**src/rtl/fetch_unit_pkg.sv**
```systemverilog
// fetch_unit_pkg: shared word width, NOP encoding and fetch state encoding.
package fetch_unit_pkg;
  localparam int WORD_W = 16;
  localparam logic [WORD_W-1:0] NOP = 16'h0000;
  typedef enum logic [1:0] {
    ST_FETCH  = 2'd0,
    ST_HOLD   = 2'd1,
    ST_HALTED = 2'd2
  } fetch_state_e;
endpackage

```
**src/rtl/fetch_unit_if.sv**
```systemverilog
// fetch_unit_if: instruction-memory read handshake between fetch_unit and its memory.
interface fetch_unit_if #(parameter int W = 16) ();
  logic         i_req;
  logic [W-1:0] i_addr;
  logic         i_ready;
  logic [W-1:0] i_data;
  modport master (output i_req, output i_addr, input i_ready, input i_data);
  modport slave  (input i_req, input i_addr, output i_ready, output i_data);
endinterface

```
**src/rtl/fetch_unit_btb.sv**
```systemverilog
// fetch_btb: direct-mapped branch target buffer, full-tag compare.
// Lookup reads registered contents, so a same-cycle write to the same index returns the old entry.
module fetch_btb #(
  parameter int WORD_SIZE = 16,
  parameter int ENTRIES   = 4
) (
  input  logic                 clk,
  input  logic                 reset_n,
  input  logic [WORD_SIZE-1:0] lookup_pc,
  output logic                 hit,
  output logic [WORD_SIZE-1:0] target,
  input  logic                 wr,
  input  logic [WORD_SIZE-1:0] wr_pc,
  input  logic [WORD_SIZE-1:0] wr_target
);
  localparam int IW = ENTRIES > 1 ? $clog2(ENTRIES) : 1;
  logic [ENTRIES-1:0]   valid_q;
  logic [WORD_SIZE-1:0] tag_q [ENTRIES];
  logic [WORD_SIZE-1:0] tgt_q [ENTRIES];
  logic [IW-1:0]        rd_idx;
  logic [IW-1:0]        wr_idx;
  assign rd_idx = lookup_pc[IW-1:0];
  assign wr_idx = wr_pc[IW-1:0];
  always_ff @(posedge clk or negedge reset_n) begin
    if (!reset_n) valid_q <= '0;
    else if (wr) valid_q[wr_idx] <= 1'b1;
  end
  always_ff @(posedge clk) begin
    if (wr) begin
      tag_q[wr_idx] <= wr_pc;
      tgt_q[wr_idx] <= wr_target;
    end
  end
  assign hit    = valid_q[rd_idx] && (tag_q[rd_idx] == lookup_pc);
  assign target = tgt_q[rd_idx];
endmodule

```
**src/rtl/fetch_unit.sv**
```systemverilog
// fetch_unit: PC owner and instruction fetch front end with stall/redirect/halt control.
// Optional BTB prediction enabled by defining FETCH_BTB_EN.
module fetch_unit
  import fetch_unit_pkg::*;
#(
  parameter int                   WORD_SIZE   = WORD_W,
  parameter logic [WORD_SIZE-1:0] RESET_PC    = '0,
  parameter int                   BTB_ENTRIES = 4
) (
  input  logic                 clk,
  input  logic                 reset_n,
  input  logic                 stall,
  input  logic                 redirect,
  input  logic [WORD_SIZE-1:0] redirect_pc,
  input  logic [WORD_SIZE-1:0] next_pc,
  input  logic                 halt,
  fetch_unit_if.master         imem,
  output logic [WORD_SIZE-1:0] pc,
  output logic [WORD_SIZE-1:0] inst,
  output logic                 inst_valid,
  output logic [WORD_SIZE-1:0] fetch_count,
  output logic                 is_halted,
  input  logic                 btb_wr,
  input  logic [WORD_SIZE-1:0] btb_wr_pc,
  input  logic [WORD_SIZE-1:0] btb_wr_target
);
  fetch_state_e         state_q, state_d;
  logic [WORD_SIZE-1:0] pc_q, pc_d;
  logic [WORD_SIZE-1:0] inst_q, inst_d;
  logic                 valid_q, valid_d;
  logic [WORD_SIZE-1:0] cnt_q, cnt_d;
  logic [WORD_SIZE-1:0] adv_pc;
`ifdef FETCH_BTB_EN
  logic                 btb_hit;
  logic [WORD_SIZE-1:0] btb_tgt;
  fetch_btb #(.WORD_SIZE(WORD_SIZE), .ENTRIES(BTB_ENTRIES)) u_btb (
    .clk       (clk),
    .reset_n   (reset_n),
    .lookup_pc (pc_q),
    .hit       (btb_hit),
    .target    (btb_tgt),
    .wr        (btb_wr),
    .wr_pc     (btb_wr_pc),
    .wr_target (btb_wr_target)
  );
  assign adv_pc = btb_hit ? btb_tgt : next_pc;
`else
  logic unused_btb;
  assign unused_btb = ^{btb_wr, btb_wr_pc, btb_wr_target, BTB_ENTRIES[0]};
  assign adv_pc = next_pc;
`endif
  always_ff @(posedge clk or negedge reset_n) begin
    if (!reset_n) begin
      state_q <= ST_FETCH;
      pc_q    <= RESET_PC;
      inst_q  <= WORD_SIZE'(NOP);
      valid_q <= 1'b0;
      cnt_q   <= '0;
    end else begin
      state_q <= state_d;
      pc_q    <= pc_d;
      inst_q  <= inst_d;
      valid_q <= valid_d;
      cnt_q   <= cnt_d;
    end
  end
  // Priority: redirect > halt > stall > normal fetch; HALTED only leaves through reset.
  always_comb begin
    state_d = state_q;
    pc_d    = pc_q;
    inst_d  = inst_q;
    valid_d = valid_q;
    cnt_d   = cnt_q;
    if (state_q == ST_HALTED) begin
      state_d = ST_HALTED;
    end else if (redirect) begin
      state_d = ST_FETCH;
      pc_d    = redirect_pc;
      inst_d  = WORD_SIZE'(NOP);
      valid_d = 1'b0;
    end else if (halt) begin
      state_d = ST_HALTED;
      inst_d  = WORD_SIZE'(NOP);
      valid_d = 1'b0;
    end else if (stall) begin
      if (state_q == ST_FETCH && imem.i_ready) begin
        state_d = ST_HOLD;
        inst_d  = imem.i_data;
        valid_d = 1'b1;
        cnt_d   = cnt_q + 1'b1;
      end
    end else if (state_q == ST_HOLD) begin
      state_d = ST_FETCH;
      pc_d    = adv_pc;
    end else begin
      pc_d    = imem.i_ready ? adv_pc : pc_q;
      inst_d  = imem.i_ready ? imem.i_data : WORD_SIZE'(NOP);
      valid_d = imem.i_ready;
      cnt_d   = imem.i_ready ? cnt_q + 1'b1 : cnt_q;
    end
  end
  assign imem.i_req  = (state_q == ST_FETCH);
  assign imem.i_addr = pc_q;
  assign pc          = pc_q;
  assign inst        = inst_q;
  assign inst_valid  = valid_q;
  assign fetch_count = cnt_q;
  assign is_halted   = (state_q == ST_HALTED);
endmodule

```
**src/flat_wrapper.sv**
```systemverilog
// flat-port wrapper written by rule: the top's interface ports become plain ports
module fetch_unit_flat import fetch_unit_pkg::*;
#(
  parameter int                   WORD_SIZE   = WORD_W,
  parameter logic [WORD_SIZE-1:0] RESET_PC    = '0,
  parameter int                   BTB_ENTRIES = 4
)
  (clk, reset_n, stall, redirect, redirect_pc, next_pc, halt, pc, inst, inst_valid, fetch_count, is_halted, btb_wr, btb_wr_pc, btb_wr_target, imem_i_req, imem_i_addr, imem_i_ready, imem_i_data);
  fetch_unit_if imem_i ();
  input  logic clk;
  input  logic reset_n;
  input  logic stall;
  input  logic redirect;
  input  logic [WORD_SIZE-1:0] redirect_pc;
  input  logic [WORD_SIZE-1:0] next_pc;
  input  logic halt;
  output logic [WORD_SIZE-1:0] pc;
  output logic [WORD_SIZE-1:0] inst;
  output logic inst_valid;
  output logic [WORD_SIZE-1:0] fetch_count;
  output logic is_halted;
  input  logic btb_wr;
  input  logic [WORD_SIZE-1:0] btb_wr_pc;
  input  logic [WORD_SIZE-1:0] btb_wr_target;
  output wire logic [$bits(imem_i.i_req)-1:0] imem_i_req;
  output wire logic [$bits(imem_i.i_addr)-1:0] imem_i_addr;
  input wire logic [$bits(imem_i.i_ready)-1:0] imem_i_ready;
  input wire logic [$bits(imem_i.i_data)-1:0] imem_i_data;
  assign imem_i_req = imem_i.i_req;
  assign imem_i_addr = imem_i.i_addr;
  assign imem_i.i_ready = imem_i_ready;
  assign imem_i.i_data = imem_i_data;
  fetch_unit #(.WORD_SIZE(WORD_SIZE), .RESET_PC(RESET_PC), .BTB_ENTRIES(BTB_ENTRIES)) u_core (.clk(clk), .reset_n(reset_n), .stall(stall), .redirect(redirect), .redirect_pc(redirect_pc), .next_pc(next_pc), .halt(halt), .imem(imem_i), .pc(pc), .inst(inst), .inst_valid(inst_valid), .fetch_count(fetch_count), .is_halted(is_halted), .btb_wr(btb_wr), .btb_wr_pc(btb_wr_pc), .btb_wr_target(btb_wr_target));
endmodule
```
**config.mk**
```make
export PLATFORM = sky130hd
export DESIGN_NAME = fetch_unit_flat
export DESIGN_NICKNAME = d
export VERILOG_FILES = /design/src/rtl/fetch_unit_pkg.sv /design/src/rtl/fetch_unit_if.sv /design/src/rtl/fetch_unit_btb.sv /design/src/rtl/fetch_unit.sv /design/src/flat_wrapper.sv
export SDC_FILE = /design/constraint.sdc
export NUM_CORES = 1
export LEC_CHECK = 0
export CORE_ASPECT_RATIO = 0.5
export CORE_MARGIN = 1
export CORE_UTILIZATION = 37
export CTS_CLUSTER_SIZE = 24
export DETAILED_ROUTE_END_ITERATION = 10
export PLACE_DENSITY = 0.85
export SLEW_MARGIN = 40
export SYNTH_ARGS = -nofsm -noshare
export SYNTH_HDL_FRONTEND = slang
export SYNTH_SLANG_ARGS = --single-unit
```
**constraint.sdc**
```tcl
create_clock -name clk -period 2.1 [get_ports clk]
set_clock_uncertainty 0.1 [all_clocks]
set_input_delay 0.21 -clock clk [delete_from_list [all_inputs] [get_ports clk]]
set_output_delay 0.21 -clock clk [all_outputs]
set_load 0.05 [all_outputs]
```
; ---- After elaboration in Yosys (flattened, before gate mapping)
; Index checks and enable logic that the tools add are counted.
; Widths: inputs -> output; s select.
[word_totals]
reg_bits = 51
out_inout_bits = 67
elab_cells = 53
[op_classes]
addsub = 1
eq_ne = 9
mux = 26
bitwise = 3
reduce_logical = 9
[ops]
columns = cell, count
row1 = $mux 16, 15
row2 = $add 16x1->16 const B, 1
row3 = $mux 2, 6
row4 = $reduce_and 6->1, 1
row5 = $mux 1, 5
row6 = $ne 5x1->1 const B, 1
row7 = $reduce_bool 5->1, 1
row8 = $ne 2x1->1 const B, 2
row9 = $ne 2x2->1 const B, 2
row10 = $ne 4x1->1 const B, 1
row11 = $ne 4x4->1 const B, 1
row12 = $reduce_and 4->1, 1
row13 = $not 1->1, 3
row14 = $reduce_and 3->1, 1
row15 = $reduce_bool 3->1, 1
row16 = $eq 2x1->1 const B, 1
row17 = $eq 2x2->1 const B, 1
row18 = $logic_not 2->1, 1
row19 = $reduce_and 2->1, 1
row20 = $reduce_bool 2->1, 1
row21 = $logic_and 1x1->1, 1

; ---- Depth between registers and ports, before layout
; Gate-level depths: netlist of run 1.
[depth]
word_depth = 7
depth_mapped = 6
ltp_nobuf = 4

; ---- Least setup slack after synthesis of run 1
; No wires, ideal clock.
[synth_path]
kind = reg-to-reg
startpoint = register u_core.state_q[1]
endpoint = register u_core.cnt_q[2] (netlist: u_core.fetch_count[2])
setup_ns = 0.143
arrival_ns = 1.953
path_slack_ns = -0.096
path_stages_with_launch = 7
period_less_slack_ns = 2.196
path_cell_list = dfrtp_1 > nor2_1 > o211a_1 > buf_6 > buf_6 > nand2_2 > xnor2_2
[synth_via]
elab_chain_cells = 4
word_cells_on_any_way = 8
[synth_rtl]
columns = element, line_no
row1 = "start, declared", fetch_unit.sv:27  ; fetch_state_e state_q, state_d;
row2 = "start signal, assigned", fetch_unit.sv:60  ; state_q <= state_d;
row3 = $logic_not 2->1, --
row4 = named net imem_i_req, flat_wrapper.sv:25  ; output wire logic [$bits(imem_i.i_req)-1:0] imem_i_req;
row5 = $logic_and 1x1->1, fetch_unit.sv:86  ; if (state_q == ST_FETCH && imem.i_ready) begin
row6 = $ne 2x1->1 (no line), --
row7 = $reduce_and 6->1 (no line), --
row8 = "end signal, assigned", fetch_unit.sv:64  ; cnt_q <= cnt_d;
row9 = "end, declared", fetch_unit.sv:31  ; logic [WORD_SIZE-1:0] cnt_q, cnt_d;
; The timed path passes the listed nets, and every way through them passes these cells.
; A chain may end at the register's enable or synchronous reset.

; ---- Final worst setup path of run 1
[layout_path]
startpoint = register u_core.cnt_q[4] (netlist: u_core.fetch_count[4])
endpoint = output port fetch_count[4]
[layout_rtl]
columns = element, line_no
row1 = "end, declared", flat_wrapper.sv:20  ; output logic [WORD_SIZE-1:0] fetch_count;
; No word-level cell between the ends.

==> flow_summary.json, run 1 <==
{
  "ir_drop_mv": 0.356,
  "critical_path_required_ns": 1.79,
  "cts_inserted_buffers": 5,
  "wire_length_of_the_first_global_routing_pass_mm": 9.20,
  "groute.layer.met1.usage_pct": 18.8,
  "synth_area_per_cell_um2": 12.9,
  "detailroute.via_count": 1902,
  "synth.net_count": 279,
  "clock_tree.root_cell": "sky130_fd_sc_hd__clkbuf_16",
  "period_minus_slack_ns": 1.94,
  "grt.overflow.total": 0,
  "synth_top_cell_by_area": "sky130_fd_sc_hd__dfrtp_1",
  "gr-max-usage-layer": "met2",
  "cts_resized": 0,
  "grt_use_total_pct": 16.4,
  "endpoint_of_the_lowest_slack_register_to_register_path": "u_core.inst[7]$_DFFE_PN0P_",
  "max_cap_viol_count": 0,
  "drt_pre_antenna_iters": 4,
  "ctsLongestPathBuffers": 2,
  "post_synthesis_cell_area_um2": 2460,
  "clock_transition_at_the_registers_of_the_reported_paths_ns": 0.07,
  "final-max-slew-violation-count": 0,
  "antenna-diode-count": 0,
  "critPathKind": "register to primary output",
  "nNetsFinal": 392,
  "tightest_slew_ns": 0.714,
  "grt_max_degree": 28,
  "timing.reg2reg.worst_path_depth": 4,
  "final_design_area_no_fill_um2": 3810,
  "layout_worst_path_cycle_share_pct": 92.5,
  "largest_cells_by_area_after_synthesis": "sky130_fd_sc_hd__dfrtp_1, sky130_fd_sc_hd__mux2_2, sky130_fd_sc_hd__a22o_1",
  "r2r_startpoint": "u_core.state_q[1]$_DFFE_PN0P_",
  "finalHoldViolations": 0,
  "share_of_the_yosys_chip_area_belonging_to_registers_pct": 51.8,
  "placed_area_um2": 3660,
  "syn2layout_area_growth_pct": 54.7,
  "num_io_pins": 154,
  "timing.critical_path.slowest_cell_delay_ns": 0.86,
  "critical_path_peak_fanout": 6,
  "critical_path.startpoint_type": "register",
  "timing.hold.worst.class": "input pin to asynchronous set/reset pin",
  "p_leak_nw": 1.68,
  "first_global_vias": 1928,
  "chipHeight_um": 59.7,
  "post_drt_wl_per_cell_um": 14.9,
  "tritoncts": "yes",
  "critical_path.endpoint_type": "primary output",
  "route.detailed.drc": 0,
  "max_freq_mhz": 515,
  "met2_capacity_usage_during_global_routing_pct": 31.8,
  "die_w_um": 117,
  "last_weighted_congestion_value_of_the_routability_driven_placer": 0.767,
  "tns_ns": 0,
  "global_route.usage.met3_pct": 3.24,
  "h_tree_depth_reported_by_cts": 2,
  "dp_hpwl_mm": 4.54,
  "setup_viol_count_final": 0,
  "timing.critical_path.max_delay_family": "buffers and inverters",
  "worstPathCellList": "clkdlybuf4s50_1",
  "floorplan.core_area_um2": 6260,
  "die_area_um2": 7010,
  "powerDensity_nw_per_um2": 597,
  "ys_ff_latch": 51,
  "postRouteWirelength_mm": 5.85,
  "synthesis.yosys.warnings": 0,
  "clock_sink_count": 51,
  "yosysUniqueCellTypes": 33,
  "initial_core_util_pct": 39.4,
  "starting_drt_drc_count": 49,
  "critical_path_depth": 1,
  "slew_headroom_pct": 52.4,
  "via_per_inst": 4.84,
  "ff2ff_setup_slack_ns": 0.36,
  "cp_slowest_cell": "sky130_fd_sc_hd__clkdlybuf4s50_1",
  "run_status": "complete, no violations",
  "antenna_found_initial": 0,
  "route.antenna.remaining_nets": 0,
  "numPortBuffers": 120,
  "layout-drive-gt1-share_pct": 17.0,
  "clk_latency_worst_skew_pair_ns": 0.28,
  "std_cell_rows": 20,
  "postSynthCellCount": 191,
  "path_buf_inv": 1,
  "grt_setup_unrepaired": "no",
  "arrival_ns": 1.63,
  "yosysTopAreaCellShare_pct": 51.8
}
[cell usage after synthesis]
| cell type | n |
|---|---|
| sky130_fd_sc_hd__a21o_1 | 1 |
| sky130_fd_sc_hd__a21oi_1 | 2 |
| sky130_fd_sc_hd__a21oi_4 | 1 |
| sky130_fd_sc_hd__a22o_1 | 16 |
| sky130_fd_sc_hd__and3_1 | 2 |
| sky130_fd_sc_hd__and3b_1 | 1 |
| sky130_fd_sc_hd__and4_1 | 3 |
| sky130_fd_sc_hd__buf_2 | 2 |
| sky130_fd_sc_hd__buf_4 | 17 |
| sky130_fd_sc_hd__buf_6 | 4 |
| sky130_fd_sc_hd__dfrtp_1 | 51 |
| sky130_fd_sc_hd__ha_1 | 1 |
| sky130_fd_sc_hd__inv_1 | 4 |
| sky130_fd_sc_hd__inv_2 | 1 |
| sky130_fd_sc_hd__mux2_1 | 11 |
| sky130_fd_sc_hd__mux2_2 | 22 |
| sky130_fd_sc_hd__nand2_1 | 3 |
| sky130_fd_sc_hd__nand2_2 | 2 |
| sky130_fd_sc_hd__nand2b_1 | 2 |
| sky130_fd_sc_hd__nand3_1 | 4 |
| sky130_fd_sc_hd__nand4_1 | 5 |
| sky130_fd_sc_hd__nor2_1 | 8 |
| sky130_fd_sc_hd__nor2b_2 | 1 |
| sky130_fd_sc_hd__nor3_1 | 5 |
| sky130_fd_sc_hd__nor4_2 | 1 |
| sky130_fd_sc_hd__o211a_1 | 1 |
| sky130_fd_sc_hd__o211ai_4 | 1 |
| sky130_fd_sc_hd__o21ai_0 | 2 |
| sky130_fd_sc_hd__o21ai_2 | 1 |
| sky130_fd_sc_hd__o31ai_4 | 1 |
| sky130_fd_sc_hd__xnor2_1 | 6 |
| sky130_fd_sc_hd__xnor2_2 | 2 |
| sky130_fd_sc_hd__xor2_1 | 7 |
[what timing repair did]
item / in CTS / in global routing
hold buffers: 1 / 0
hold endpoints to repair: 24 / 0
buffers inserted: 0 / 0
[through the flow]
stage	cells	hold slack, ns	utilization (%)	power, mW	setup WS, ns
finish	393	0.379	61.0	2.28	0.158
global route	393	0.418	61.0	2.36	0.0939
CTS	393	0.397	61.0	2.30	0.155
detailed placement	384	0.143	58.5	1.49	0.135
global placement	384	0.132	58.5	1.49	0.159
floorplan	191	-0.186	-	1.30	0.204
[registers in the layout (all words and copies together) (netlist names)]
signal	count
u_core.inst_valid	1
u_core.inst	16
u_core.state_q	2
u_core.imem.i_addr	16
u_core.fetch_count	16
[power by group]
group          switching (mW)  total [mW]  internal (mW)  leakage [nW]
clock network           0.358       0.805          0.447        0.0675
registers              0.0178        1.02           1.00         0.677
logic                   0.245       0.450          0.205         0.937
total                   0.621        2.28           1.66          1.68
[final cells by class]
| cell class | instances | area, µm² |
|---|---|---|
| fillers | 504 | 2440 |
| repair buffers | 129 | 1270 |
| inverters | 5 | 18.8 |
| clock buffers | 6 | 129 |
| clock inverters | 2 | 16.3 |
| well taps | 88 | 110 |
| multi-input cells | 112 | 990 |
| flip-flops and latches | 51 | 1280 |
[cell families after synthesis]
kind of cell,after synthesis,share of synthesized area [%]
compound gates,26,9.95
xor+xnor,15,5.94
fa+ha+maj,1,0.508
buf+inv,28,8.17
flops,51,51.8
mux,33,15.1
simple gates,37,8.58
[cells in the final DEF (no fill, tap or decap), types with 5 or more instances in the layout]
cell type | synthesis | routed
sky130_fd_sc_hd__xnor2_1 | 6 | 6
sky130_fd_sc_hd__nor2_1 | 8 | 7
sky130_fd_sc_hd__mux2_2 | 22 | 22
sky130_fd_sc_hd__dfrtp_1 | 51 | 51
sky130_fd_sc_hd__clkdlybuf4s50_1 | 0 | 117
sky130_fd_sc_hd__clkbuf_16 | 0 | 5
sky130_fd_sc_hd__a22o_1 | 16 | 16
sky130_fd_sc_hd__mux2_1 | 11 | 11
sky130_fd_sc_hd__xor2_1 | 7 | 7
sky130_fd_sc_hd__nor3_1 | 5 | 5
sky130_fd_sc_hd__nand4_1 | 5 | 5
sky130_fd_sc_hd__buf_4 | 17 | 9
[worst max path at each step]
stage	start	to	slack, ns
floorplan	u_core.state_q[1]$_DFFE_PN0P_	u_core.fetch_count[2]$_DFFE_PN0P_	0.20
global placement	redirect	u_core.imem.i_addr[12]$_DFFE_PN0P_	0.16
detailed placement	redirect	u_core.imem.i_addr[9]$_DFFE_PN0P_	0.13
CTS	u_core.fetch_count[2]$_DFFE_PN0P_	fetch_count[2]	0.15
global route	u_core.fetch_count[2]$_DFFE_PN0P_	fetch_count[2]	0.09
finish	u_core.fetch_count[4]$_DFFE_PN0P_	fetch_count[4]	0.16
[metal layers]
| layer | vias up | wire (µm) |
|---|---|---|
| li1 | 897 | - |
| met1 | 945 | 2410 |
| met2 | 56 | 3200 |
| met3 | 4 | 203 |
| met4 | 0 | 41 |
| met5 | - | 0 |
No activity file was read; power rests on OpenSTA's default activity.
==> run 2: changes to the inputs <==
--- a/config.mk
+++ b/config.mk
@@ -11,6 +11,7 @@
 export CTS_CLUSTER_SIZE = 24
 export DETAILED_ROUTE_END_ITERATION = 10
 export PLACE_DENSITY = 0.85
+export RECOVER_POWER = 25
 export SLEW_MARGIN = 40
 export SYNTH_ARGS = -nofsm -noshare
 export SYNTH_HDL_FRONTEND = slang
==> run 2 against run 1 <==
Effect of this change: first-iteration DRC count up 2.0%; clock power about the same; via count fell by 0.53%; fmax is essentially flat; combinational power barely moved; setup slack improved by 0.0016 ns; final cell count stayed put; non-clock buffer count unchanged; worst hold slack got worse by 0.017 ns; die area unchanged; critical path type unchanged; critical endpoint unchanged.
==> flow_summary.json, run 2 (synthesis gave the netlist of run 1 again) <==
{
  "clock_tree.root_cell": "sky130_fd_sc_hd__clkbuf_16",
  "gr-max-usage-layer": "met2",
  "timing.critical_path.slowest_cell_delay_ns": 0.86,
  "critical_path_peak_fanout": 6,
  "preCtsSetupSlack_ns": 0.135,
  "cts_resized": 0,
  "sw_frac_of_total_pct": 27.2,
  "num_io_pins": 154,
  "ctsLongestPathBuffers": 2,
  "grt_max_degree": 28,
  "wire_length_of_the_first_global_routing_pass_mm": 9.20,
  "h_tree_depth_reported_by_cts": 2,
  "route.antenna.remaining_nets": 0,
  "die_area_um2": 7010,
  "layout_worst_path_cycle_share_pct": 92.4,
  "setup_viol_count_final": 0,
  "met2_capacity_usage_during_global_routing_pct": 31.8,
  "worstPathCellList": "clkdlybuf4s50_1",
  "syn2layout_area_growth_pct": 54.1,
  "final-max-slew-violation-count": 0,
  "p_switching_mw": 0.619,
  "grt_use_total_pct": 16.4,
  "arrival_ns": 1.63,
  "max_cap_viol_count": 0,
  "powerDensity_nw_per_um2": 598,
  "tightest_slew_ns": 0.715,
  "fin_ws_ns": 0.160,
  "timing.critical_path.max_delay_family": "buffers and inverters",
  "ir_drop_mv": 0.355,
  "detailroute.via_count": 1892,
  "global_route.usage.met3_pct": 3.24,
  "starting_drt_drc_count": 50,
  "period_minus_slack_ns": 1.94,
  "ff2ff_setup_slack_ns": 0.36,
  "clock_transition_at_the_registers_of_the_reported_paths_ns": 0.07,
  "drt_pre_antenna_iters": 4,
  "route.detailed.drc": 0,
  "clock_sink_count": 51,
  "critPathKind": "register to primary output",
  "commonest_cells_after_routing_fill_and_taps_aside": "sky130_fd_sc_hd__clkdlybuf4s50_1, sky130_fd_sc_hd__dfrtp_1, sky130_fd_sc_hd__mux2_2",
  "cellInternalPower_mw": 1.65,
  "critical_path.startpoint_type": "register",
  "via_per_inst": 4.81,
  "path_buf_inv": 1,
  "nNetsFinal": 392,
  "last_weighted_congestion_value_of_the_routability_driven_placer": 0.767,
  "post_drt_wl_per_cell_um": 14.9,
  "critical_path_depth": 1,
  "postRouteWirelength_mm": 5.86,
  "cts_inserted_buffers": 5,
  "finalHoldViolations": 0,
  "tritoncts": "yes",
  "chipHeight_um": 59.7,
  "floorplan.core_area_um2": 6260,
  "grt_setup_unrepaired": "no",
  "groute.layer.met1.usage_pct": 18.8,
  "critical_path.endpoint_type": "primary output",
  "endpoint_of_the_lowest_slack_register_to_register_path": "u_core.inst[7]$_DFFE_PN0P_",
  "critical_path_required_ns": 1.79,
  "std_cell_rows": 20,
  "clk_latency_worst_skew_pair_ns": 0.28,
  "relative_contribution_of_sequential_cells_to_total_power_pct": 45.0,
  "dp_hpwl_mm": 4.54,
  "timing.hold.worst.class": "input pin to asynchronous set/reset pin",
  "max_freq_mhz": 515,
  "initial_core_util_pct": 39.4,
  "layout-drive-gt1-share_pct": 17.0,
  "p_leak_nw": 1.68,
  "die_w_um": 117,
  "final_common_cell": "sky130_fd_sc_hd__clkdlybuf4s50_1",
  "slew_headroom_pct": 52.3,
  "clock_network_power_share_pct": 35.3,
  "r2r_startpoint": "u_core.state_q[1]$_DFFE_PN0P_",
  "timing.reg2reg.worst_path_depth": 4,
  "tns_ns": 0,
  "cp_slowest_cell": "sky130_fd_sc_hd__clkdlybuf4s50_1",
  "first_global_vias": 1928,
  "run_status": "complete, no violations",
  "antenna-diode-count": 0,
  "power.share.combinational_pct": 19.6,
  "numPortBuffers": 120,
  "grt.overflow.total": 0,
  "antenna_found_initial": 0
}
-- run 2: changes by cell type in the layout (fill, tap and decap cells not counted) --
cell / previous run / this run
sky130_fd_sc_hd__buf_12: 1 / 0
sky130_fd_sc_hd__clkbuf_2: 0 / 1
-- run 2: per-layer routing --
| metal | wire, µm | part of all wire (%) |
|---|---|---|
| met5 | 0 | 0 |
| met4 | 41 | 0.70 |
| met3 | 184 | 3.1 |
| met2 | 3220 | 55 |
| met1 | 2410 | 41 |
-- run 2: worst max-delay path by stage --
| stage | startpoint | endpoint |
|---|---|---|
| after global placement | redirect | u_core.imem.i_addr[12]$_DFFE_PN0P_ |
| after CTS | u_core.fetch_count[2]$_DFFE_PN0P_ | fetch_count[2] |
| after floorplan | u_core.state_q[1]$_DFFE_PN0P_ | u_core.fetch_count[2]$_DFFE_PN0P_ |
| after detailed placement | redirect | u_core.imem.i_addr[9]$_DFFE_PN0P_ |
| after global routing | u_core.fetch_count[2]$_DFFE_PN0P_ | fetch_count[2] |
| final | u_core.fetch_count[4]$_DFFE_PN0P_ | fetch_count[4] |
-- run 2: final cells by class --
cell class | count | area, µm²
Sequential cell | 51 | 1280
Fill cell | 505 | 2460
Clock inverter | 2 | 16.3
Tap cell | 88 | 110
Multi-Input combinational cell | 112 | 990
Inverter | 5 | 18.8
Timing Repair Buffer | 129 | 1260
Clock buffer | 6 | 129
-- run 2: power groups by stage --
stage	Clock (mW)	Combinational (mW)	Sequential [mW]
floorplan	0	0.174	1.12
global placement	0	0.446	1.04
detailed placement	0	0.452	1.04
CTS	0.819	0.455	1.02
global route	0.868	0.467	1.03
finish	0.803	0.447	1.02
-- run 2: what timing repair did --
item                                    4_1_cts  5_1_grt
endpoints found under the hold margin        24        0
hold buffers                                  1        0
endpoints found under the setup margin        0        0
setup buffers                                 0        0
-- run 2: through the flow --
| step | std cells | power (mW) | area (µm²) | util [%] | hold slack, ns |
|---|---|---|---|---|---|
| 4_1_cts | 393 | 2.30 | 3810 | 61.0 | 0.397 |
| 3_5_place_dp | 384 | 1.49 | 3660 | 58.5 | 0.143 |
| 5_1_grt | 393 | 2.36 | 3800 | 60.7 | 0.418 |
| 3_3_place_gp | 384 | 1.49 | 3660 | 58.5 | 0.132 |
| 6_report | 393 | 2.27 | 3800 | 60.7 | 0.362 |
| 2_1_floorplan | 191 | 1.30 | 2470 | - | -0.186 |
